--- src/rtl/counter_ctrl_if.sv ---
// Configuration / run-control / status bundle for counter_ctrl; the optional cfg_div
// field exists only when COUNTER_CTRL_PRESCALE_EN is defined.
interface counter_ctrl_if;
    logic        cfg_valid;
    logic        cfg_ready;
    logic [31:0] cfg_limit;
    logic        cfg_periodic;
`ifdef COUNTER_CTRL_PRESCALE_EN
    logic [7:0]  cfg_div;
`endif
    logic        start;
    logic        stop;
    logic [31:0] cnt_out;
    logic        busy;
    logic        done;
    logic [7:0]  period_cnt;

`ifdef COUNTER_CTRL_PRESCALE_EN
    modport master (
        output cfg_valid, cfg_limit, cfg_periodic, cfg_div, start, stop,
        input  cfg_ready, cnt_out, busy, done, period_cnt
    );
    modport slave (
        input  cfg_valid, cfg_limit, cfg_periodic, cfg_div, start, stop,
        output cfg_ready, cnt_out, busy, done, period_cnt
    );
`else
    modport master (
        output cfg_valid, cfg_limit, cfg_periodic, start, stop,
        input  cfg_ready, cnt_out, busy, done, period_cnt
    );
    modport slave (
        input  cfg_valid, cfg_limit, cfg_periodic, start, stop,
        output cfg_ready, cnt_out, busy, done, period_cnt
    );
`endif
endinterface

--- src/rtl/counter_ctrl.sv ---
// Configurable one-shot / auto-reload counter FSM; optional prescaler under COUNTER_CTRL_PRESCALE_EN.
// Latency: count moves one cycle after RUN entry; config accepted only in IDLE/DONE (cfg_ready).
module counter_ctrl (
    input  logic           clk,
    input  logic           p_reset,
    counter_ctrl_if.slave  bus
);

    typedef enum logic [2:0] {
        S_IDLE  = 3'd0,
        S_ARMED = 3'd1,
        S_RUN   = 3'd2,
        S_HOLD  = 3'd3,
        S_DONE  = 3'd4
    } state_t;

    state_t      state_q, state_d;
    logic [31:0] cnt_q, cnt_d;
    logic [7:0]  period_q, period_d;
    logic        done_q, done_d;
    logic [31:0] limit_q, limit_d;
    logic        periodic_q, periodic_d;
    logic        adv;

`ifdef COUNTER_CTRL_PRESCALE_EN
    logic [7:0]  div_q, div_d;
    logic [7:0]  presc_q, presc_d;

    assign adv = (presc_q == div_q);
`else
    assign adv = 1'b1;
`endif

    always_ff @(posedge clk) begin
        if (!p_reset) begin
            state_q <= S_IDLE;
        end else begin
            state_q <= state_d;
        end
    end

    always_ff @(posedge clk) begin
        if (!p_reset) begin
            cnt_q      <= 32'd0;
            period_q   <= 8'd0;
            done_q     <= 1'b0;
            limit_q    <= 32'd0;
            periodic_q <= 1'b0;
`ifdef COUNTER_CTRL_PRESCALE_EN
            div_q      <= 8'd0;
            presc_q    <= 8'd0;
`endif
        end else begin
            cnt_q      <= cnt_d;
            period_q   <= period_d;
            done_q     <= done_d;
            limit_q    <= limit_d;
            periodic_q <= periodic_d;
`ifdef COUNTER_CTRL_PRESCALE_EN
            div_q      <= div_d;
            presc_q    <= presc_d;
`endif
        end
    end

    always_comb begin
        state_d    = state_q;
        cnt_d      = cnt_q;
        period_d   = period_q;
        done_d     = 1'b0;
        limit_d    = limit_q;
        periodic_d = periodic_q;
`ifdef COUNTER_CTRL_PRESCALE_EN
        div_d      = div_q;
        presc_d    = presc_q;
`endif

        case (state_q)
            S_IDLE, S_DONE: begin
                if (bus.cfg_valid) begin
                    limit_d    = bus.cfg_limit;
                    periodic_d = bus.cfg_periodic;
                    cnt_d      = 32'd0;
                    period_d   = 8'd0;
                    state_d    = S_ARMED;
`ifdef COUNTER_CTRL_PRESCALE_EN
                    div_d      = bus.cfg_div;
                    presc_d    = 8'd0;
`endif
                end
            end

            S_ARMED: begin
                if (bus.stop) begin
                    state_d = S_IDLE;
                end else if (bus.start) begin
                    state_d = S_RUN;
                end
            end

            S_RUN: begin
                // stop freezes everything, including a terminal count reached this cycle
                if (bus.stop) begin
                    state_d = S_HOLD;
                end else begin
`ifdef COUNTER_CTRL_PRESCALE_EN
                    presc_d = adv ? 8'd0 : presc_q + 8'd1;
`endif
                    if (adv) begin
                        if (cnt_q == limit_q) begin
                            done_d = 1'b1;
                            if (periodic_q) begin
                                cnt_d    = 32'd0;
                                period_d = period_q + 8'd1;
                            end else begin
                                state_d  = S_DONE;
                            end
                        end else begin
                            cnt_d = cnt_q + 32'd1;
                        end
                    end
                end
            end

            S_HOLD: begin
                if (bus.stop) begin
                    state_d = S_IDLE;
                end else if (bus.start) begin
                    state_d = S_RUN;
`ifdef COUNTER_CTRL_PRESCALE_EN
                    presc_d = 8'd0;
`endif
                end
            end

            default: begin
                state_d = S_IDLE;
            end
        endcase
    end

    assign bus.cnt_out    = cnt_q;
    assign bus.period_cnt = period_q;
    assign bus.done       = done_q;
    assign bus.busy       = (state_q == S_RUN) || (state_q == S_HOLD);
    assign bus.cfg_ready  = (state_q == S_IDLE) || (state_q == S_DONE);

endmodule
--- src/flat_wrapper.sv ---
// flat-port wrapper written by rule: the top's interface ports become plain ports
module counter_ctrl_flat 
  (clk, p_reset, bus_cfg_valid, bus_cfg_limit, bus_cfg_periodic, bus_start, bus_stop, bus_cfg_ready, bus_cnt_out, bus_busy, bus_done, bus_period_cnt);
  counter_ctrl_if bus_i ();
  input  logic clk;
  input  logic p_reset;
  input wire logic [$bits(bus_i.cfg_valid)-1:0] bus_cfg_valid;
  input wire logic [$bits(bus_i.cfg_limit)-1:0] bus_cfg_limit;
  input wire logic [$bits(bus_i.cfg_periodic)-1:0] bus_cfg_periodic;
  input wire logic [$bits(bus_i.start)-1:0] bus_start;
  input wire logic [$bits(bus_i.stop)-1:0] bus_stop;
  output wire logic [$bits(bus_i.cfg_ready)-1:0] bus_cfg_ready;
  output wire logic [$bits(bus_i.cnt_out)-1:0] bus_cnt_out;
  output wire logic [$bits(bus_i.busy)-1:0] bus_busy;
  output wire logic [$bits(bus_i.done)-1:0] bus_done;
  output wire logic [$bits(bus_i.period_cnt)-1:0] bus_period_cnt;
  assign bus_i.cfg_valid = bus_cfg_valid;
  assign bus_i.cfg_limit = bus_cfg_limit;
  assign bus_i.cfg_periodic = bus_cfg_periodic;
  assign bus_i.start = bus_start;
  assign bus_i.stop = bus_stop;
  assign bus_cfg_ready = bus_i.cfg_ready;
  assign bus_cnt_out = bus_i.cnt_out;
  assign bus_busy = bus_i.busy;
  assign bus_done = bus_i.done;
  assign bus_period_cnt = bus_i.period_cnt;
  counter_ctrl u_core (.clk(clk), .p_reset(p_reset), .bus(bus_i));
endmodule
--- config.mk ---
export PLATFORM = sky130hd
export DESIGN_NAME = counter_ctrl_flat
export DESIGN_NICKNAME = d
export VERILOG_FILES = /design/src/rtl/counter_ctrl_if.sv /design/src/rtl/counter_ctrl.sv /design/src/flat_wrapper.sv
export SDC_FILE = /design/constraint.sdc
export NUM_CORES = 1
export LEC_CHECK = 0
export ABC_CLOCK_PERIOD_IN_PS = 2850
export BUFFER_PORTS_ARGS = -buffer_cell sky130_fd_sc_hd__buf_2
export CELL_PAD_IN_SITES_DETAIL_PLACEMENT = 0
export CELL_PAD_IN_SITES_GLOBAL_PLACEMENT = 2
export CORE_MARGIN = 2
export CORE_UTILIZATION = 33
export CTS_BUF_LIST = sky130_fd_sc_hd__clkbuf_4 sky130_fd_sc_hd__clkbuf_8
export DETAILED_ROUTE_END_ITERATION = 7
export HOLD_SLACK_MARGIN = 0.15
export PLACE_DENSITY = 0.85
export SETUP_SLACK_MARGIN = 0.3
export SYNTH_ARGS = -nofsm -noshare
export SYNTH_HDL_FRONTEND = slang
export SYNTH_SLANG_ARGS = --single-unit
--- constraint.sdc ---
create_clock -name clk -period 2.85 [get_ports clk]
set_clock_uncertainty 0.05 [all_clocks]
set_input_delay 0.1425 -clock clk [delete_from_list [all_inputs] [get_ports clk]]
set_output_delay 0.1425 -clock clk [all_outputs]
set_load 0.005 [all_outputs]
==> metrics, run 1 <==
status finished, final reports clean; number of I/O port buffers 80; post-route cell area 0.00577 mm2; clock tree buffer depth 2; final worst setup slack about 0.39 ns; r2r worst-path depth 7; dominant synthesized flop cell dfxtp_1; Yosys top cell by area dfxtp_1; Layout Cells excl Fill slightly below 900; Max Cap Viol 0; r2r startpoint u_core.bus.cnt_out[15]$_SDFFE_PN0P_; H-tree depth 3; DP HPWL about 11 mm; Starting DRT DRC Count approximately 250; worst-path fanout max 10; CTS tree done; Hold Fails Final Rpt 0; CTS sink cnt between 70 and 80; drt first pass iters 5; vias in the first global route ~4400; peak supply drop 0.000243 V; Crit path required time ~3.1 ns; total chip power between 2000 and 3000 uW; Post-synth EDFFs 0; largest net degree at the start of global routing 42; nets around 740; Area Overhead vs Synth 30.8%; DR WL/cell ~17 um; Synth cell types 58; num ports just over 80; Final setup violation count 0; residual DRC count 0; width of the die around 120 um; period utilization 0.864; post-synthesis register bit count 77; CP Data Arrival Time ~2.7 ns; largest cells by area after synthesis dfxtp_1 (35%), nand2_1 (8.5%), a21oi_1 (6.6%), xor2_1 (6.4%), nand3_1 (4.1%); num rows 42; Chip Height between 100 and 150 um; Clk Latency, worst-skew pair around 0.37 ns; Tightest Pin Transition approximately 0.8 ns; crit path time final about 2.5 ns; RSZ-0062 raised after global routing true; routability cong. about 0.9; core footprint between 0.01 and 0.015 mm2; syn_area_per_cell about 7.7 um2; pins over their slew limit 0; reg-to-reg critical path endpoint u_core.bus.cnt_out[25]$_SDFFE_PN0P_; cell total after placement 822; Reg clk slew, reported paths roughly 0.09 ns; worst hold path type in -> reg; first-pass GRT wire length 23.3 mm; post-synth top area share 0.350; DIE AREA between 0.01 and 0.015 mm2; DR vias/cell about 5.3; number of antenna diodes 0; Max-slew headroom 0.475; Critical Path Source Type flop; Synth Cell Area 0.00441 mm2; GRT Total Usage 0.206; most common cell in the netlist nand2_1; Initial Utilization 0.336; WHS Path Cells 3; Routed Antenna Nets 0; Async SR Flop Fraction 0; Placed Area a little over 0.005 mm2; initial antenna violation count 0; register area share after synthesis 0.350; root buf cell clkbuf_8; CP endpoint kind flop; Place WS roughly 0.22 ns; list of most frequent post-synthesis cells nand2_1 (100), dfxtp_1 (77), a21oi_1 (58), nand3_1 (36), xor2_1 (32); critical path class reg -> reg; power density over the cells 485 mW/mm2; routed wire length 14.6 mm; hold wc startpoint p_reset; vias between 4000 and 5000; Setup TNS Final 0 ns; fraction of layout cells with a size suffix above 1 0.229; fmax between 400 and 500 MHz; worst reg2reg setup slack a little under 0.4 ns; Leakage ~0.0023 uW; Cells after Synth about 570; Min-Delay Endpoint u_core.bus.period_cnt[7]$_SDFFE_PN0P_; GRT overflow 0; synth warn 0; Synthesized Nets between 600 and 700; TritonCTS Buffers 9
[state kept, by name, summed over array words and instances, names as in the netlist]
name and count:
u_core.bus.done 1, u_core.bus.cnt_out 32, u_core.bus.period_cnt 8, u_core.periodic_q 1
u_core.limit_q 32, u_core.state_q 3
[cells in the final DEF, fill, tap and decap left out, types with 10 or more instances in the layout]
cell             n
nor3_1          15
nand2_1        100
dfxtp_1         77
a31oi_1         16
inv_1           18
clkbuf_8        11
nor4_1          14
o21ai_0         17
o211ai_1        20
or4_1           10
xor2_1          32
nand3_1         35
dlygate4sd3_1   36
mux2i_1         10
nand4_1         10
nor2_1          12
buf_4           42
buf_2           80
a21oi_1         58
[where the power goes]
group	total (uW)	switching, uW	internal [uW]
clock	975	427	548
combinational	638	378	260
sequential	1180	52.2	1130
total	2800	857	1940
[critical path: stages, from the launching register on]
cell       delay (ns)
dfxtp_1          0.41
buf_4            0.21
and4_1           0.23
nand4_2          0.25
nor3_1           0.58
o2111ai_1        0.28
a21o_1           0.22
a21oi_1          0.15
[metal layers]
| layer | global-route usage | vias to the layer above | wire [um] |
|---|---|---|---|
| li1 | - | 2323 | - |
| met1 | 0.282 | 2237 | 7110 |
| met2 | 0.318 | 109 | 6580 |
| met3 | 0.0409 | 16 | 670 |
| met4 | 0.0824 | 0 | 286 |
| met5 | 0 | - | 0 |
[cell families after synthesis]
| kind of cell | Yosys count | synth area share |
|---|---|---|
| AND/OR/NAND/NOR | 234 | 0.272 |
| AO/OA/AOI/OAI | 152 | 0.222 |
| multiplexers | 10 | 0.0227 |
| XOR/XNOR | 32 | 0.0635 |
| flip-flops | 77 | 0.350 |
| buffers and inverters | 65 | 0.0650 |
| adder cells (fa/ha/maj) | 2 | 0.00567 |
[cell type report]
cell class,count,area (um2)
fillers,1367,7370
multi-input cells,430,2630
flip-flops and latches,77,1540
repair buffers,158,1080
well taps,176,220
clock buffers,12,159
inverters,19,71.3
clock inverters,4,70.1
[metrics by stage]
stage | utilization | hold WS, ns
4_1_cts | 0.436 | 0.228
6_report | 0.439 | 0.244
2_1_floorplan | - | 0.228
5_1_grt | 0.439 | 0.250
3_5_place_dp | 0.390 | 0.342
3_3_place_gp | 0.390 | 0.333
[how the worst max path moves through the flow]
| stage | cells after the start | start | slack, ns | end |
|---|---|---|---|---|
| 3_5_place_dp | 8 | u_core.bus.cnt_out[26]$_SDFFE_PN0P_ | 0.22 | u_core.bus.cnt_out[17]$_SDFFE_PN0P_ |
| 3_3_place_gp | 8 | u_core.bus.cnt_out[26]$_SDFFE_PN0P_ | 0.22 | u_core.bus.cnt_out[17]$_SDFFE_PN0P_ |
| 2_1_floorplan | 8 | u_core.bus.cnt_out[13]$_SDFFE_PN0P_ | 0.77 | u_core.bus.cnt_out[19]$_SDFFE_PN0P_ |
| 4_1_cts | 8 | u_core.bus.cnt_out[18]$_SDFFE_PN0P_ | 0.34 | u_core.bus.cnt_out[17]$_SDFFE_PN0P_ |
| 5_1_grt | 6 | u_core.bus.cnt_out[9]$_SDFFE_PN0P_ | 0.28 | u_core.bus.cnt_out[25]$_SDFFE_PN0P_ |
| 6_report | 7 | u_core.bus.cnt_out[15]$_SDFFE_PN0P_ | 0.39 | u_core.bus.cnt_out[25]$_SDFFE_PN0P_ |
[what timing repair did]
action / 4_1_cts / 5_1_grt
hold endpoints to repair: 36 / 0
pin swaps: 0 / 1
resized for setup: 1 / 5
buffers inserted: 0 / 2
setup endpoints to repair: 7 / 10
hold buffers: 36 / 0
Note: power is estimated with default switching activity, not from simulation.
==> run 2, diff against run 1 <==
Settings changed: ABC_AREA set to 1, CORE_UTILIZATION 33 to 30, PLACE_DENSITY 0.85 to 0.84.
==> run 2 against run 1 <==
Against the previous run:
- non-clock buffer count decreased by 19
- via count is 6.6% higher
- die area rose by 15%
- wire length increased by 3.0%
- synthesized cell count is 32% higher
- power up 40%
- critical endpoint is now u_core.bus.period_cnt[7]$_SDFFE_PN0P_
- largest cell class unchanged
==> metrics, run 2 <==
status finished, final reports clean; initial antenna violation count 0; post-synthesis register bit count 77; Layout Cells excl Fill roughly 1100; critical path class reg -> reg; r2r startpoint u_core.bus.cnt_out[16]$_SDFFE_PN0P_; most common cell in the netlist nand2_1; Area Overhead vs Synth 27.0%; syn_area_per_cell 6.15 um2; Slowest-stage cell, CP dfxtp_1; worst-path fanout max 11; Place WS 0.498 ns; dominant synthesized flop cell dfxtp_1; final worst setup slack 0.594 ns; commonest cells after routing, fill and taps aside nand2_1 (225), nor2_1 (159), buf_2 (80); RSZ-0062 raised after global routing false; DR WL/cell approximately 14 um; Global Route met3 Usage 0.0254; Critical Path Source Type flop; post-synth top area share 0.332; TritonCTS Buffers 9; GRT overflow 0; num ports just over 80; CTS tree done; Util after Layout 0.390; CP Cell Sequence nand2_1, nand2_1, nand2_1, nor2_1, nand2_1, nor2_1, nand2_2, nand2_1, buf_4, nand2_1, o21ai_0, nor2_1; Setup TNS Final 0 ns; Max-slew headroom 0.539; root buf cell clkbuf_8; gr busiest metal met2; pins over their slew limit 0; GRT Total Usage 0.188; Hold Fails Final Rpt 0; Synthesized Nets about 800; H-tree depth 3; period utilization 0.792; Final setup violation count 0; Max Cap Viol 0; Reg clk slew, reported paths around 0.1 ns; power density over the cells between 600 and 700 mW/mm2; Starting DRT DRC Count 330; residual DRC count 0; num rows 45; fraction of layout cells with a size suffix above 1 0.152; core footprint between 0.015 and 0.02 mm2; first-pass GRT wire length between 20 and 25 mm; met2 usage 0.294; drt first pass iters 5; Async SR Flop Fraction 0; routed wire length between 15 and 20 mm; width of the die ~130 um; nets about 920; Tightest Pin Transition about 0.69 ns; vias in the first global route ~4800; cell total after placement between 1000 and 1500; DP HPWL 11.2 mm; hold wc startpoint bus_start; vias 4995; Synth Cell Area 0.00465 mm2; number of I/O port buffers 80; fmax 443 MHz; Chip Height 128 um; DIE AREA roughly 0.017 mm2; number of antenna diodes 0; Routed Antenna Nets 0; clock tree buffer depth 2; Crit path required time a little over 3 ns; Leakage 0.00252 uW; largest net degree at the start of global routing between 40 and 50; Clk Latency, worst-skew pair 0.38 ns; register area share after synthesis 0.332; synth warn 0; largest cells by area after synthesis dfxtp_1 (33%), nand2_1 (18%), nor2_1 (13%), xnor2_1 (6.6%), nand3_1 (5.5%); crit path time final between 2 and 2.5 ns; list of most frequent post-synthesis cells nand2_1 (225), nor2_1 (160), dfxtp_1 (77), inv_1 (59), nand3_1 (51); CP peak stage delay a little under 0.6 ns; GR Util met1 0.267; peak supply drop ~0.00040 V; Synth cell types 29; setup bufs post-CTS 0; CP Data Arrival Time between 2 and 2.5 ns; worst hold path type in -> reg; routability cong. 0.833; CTS sink cnt 77; Post-synth EDFFs 0; Yosys top cell by area dfxtp_1; Cells after Synth 756; DR vias/cell 4.67; Top cell by count, worst path nand2_1; CP endpoint kind flop; start point of the critical path u_core.bus.cnt_out[16]$_SDFFE_PN0P_; Initial Utilization 0.307; most common cell after layout, fill and taps aside nand2_1
-- run 2: cell types whose count changed after synthesis, moves of 20 or more --
cell and delta:
nor2_1 +148, inv_1 +41, o211ai_1 -20, xor2_1 -22, nand2_1 +125, o21ai_0 +21, xnor2_1 +35
-- run 2: metal layers --
layer	share of wire	vias up	wire length [um]
li1	-	2592	-
met1	0.51	2269	7620
met2	0.43	118	6520
met3	0.047	16	709
met4	0.015	0	225
met5	0	-	0
-- run 2: worst max-delay path, delay by kind of cell, from the launching register on --
kind / cells / cell delay (ns)
buffers and inverters: 1 / 0.18
AOI/OAI and AO/OA: 1 / 0.23
DFF: 1 / 0.58
and+or+nand+nor: 10 / 1.10
-- run 2: cells by family after synthesis --
family                     count (synthesis)  share of synthesized area
AOI/OAI and AO/OA                         86                     0.0966
xor gates and xnor gates                  45                     0.0848
adders and majority gates                  2                    0.00538
buffers and inverters                     96                     0.0937
DFF                                       77                      0.332
and+or+nand+nor                          450                      0.388
-- run 2: worst paths after layout --
kind	end	slack, ns	depth (start not counted)
setup / recovery	u_core.bus.period_cnt[7]$_SDFFE_PN0P_	0.59	12
hold / removal	u_core.state_q[2]$_SDFFE_PN0P_	0.19	5
hold reg to reg	u_core.limit_q[18]$_SDFFE_PN0P_	0.42	2
setup reg to reg	u_core.bus.period_cnt[7]$_SDFFE_PN0P_	0.59	12
-- run 2: through the flow --
stage                     hold WS (ns)  cell area, um2  power [uW]
final                            0.190            5900        3910
after CTS                        0.171            5890        3930
after global placement           0.342            5280        2780
after global routing             0.216            5900        4190
after detailed placement         0.346            5280        2800
after floorplan                  0.231            4650        2480
-- run 2: layout make-up --
type,count,area (um2)
clock buffer,13,173
multi-input combinational,583,2690
sequential,77,1540
inverter,66,248
fill,1644,9240
tap,188,235
clock inverter,3,90.1
timing repair buffer,139,928
-- run 2: timing repair --
action,CTS,global route
hold buffers,34,0
setup endpoints to repair,0,31
hold endpoints to repair,35,0
gates resized for setup,0,3
-- run 2: power breakdown --
| group | switching [uW] | total (uW) | internal [uW] |
|---|---|---|---|
| sequential | 157 | 1410 | 1260 |
| clock | 425 | 1090 | 664 |
| combinational | 921 | 1400 | 482 |
| total | 1500 | 3910 | 2400 |
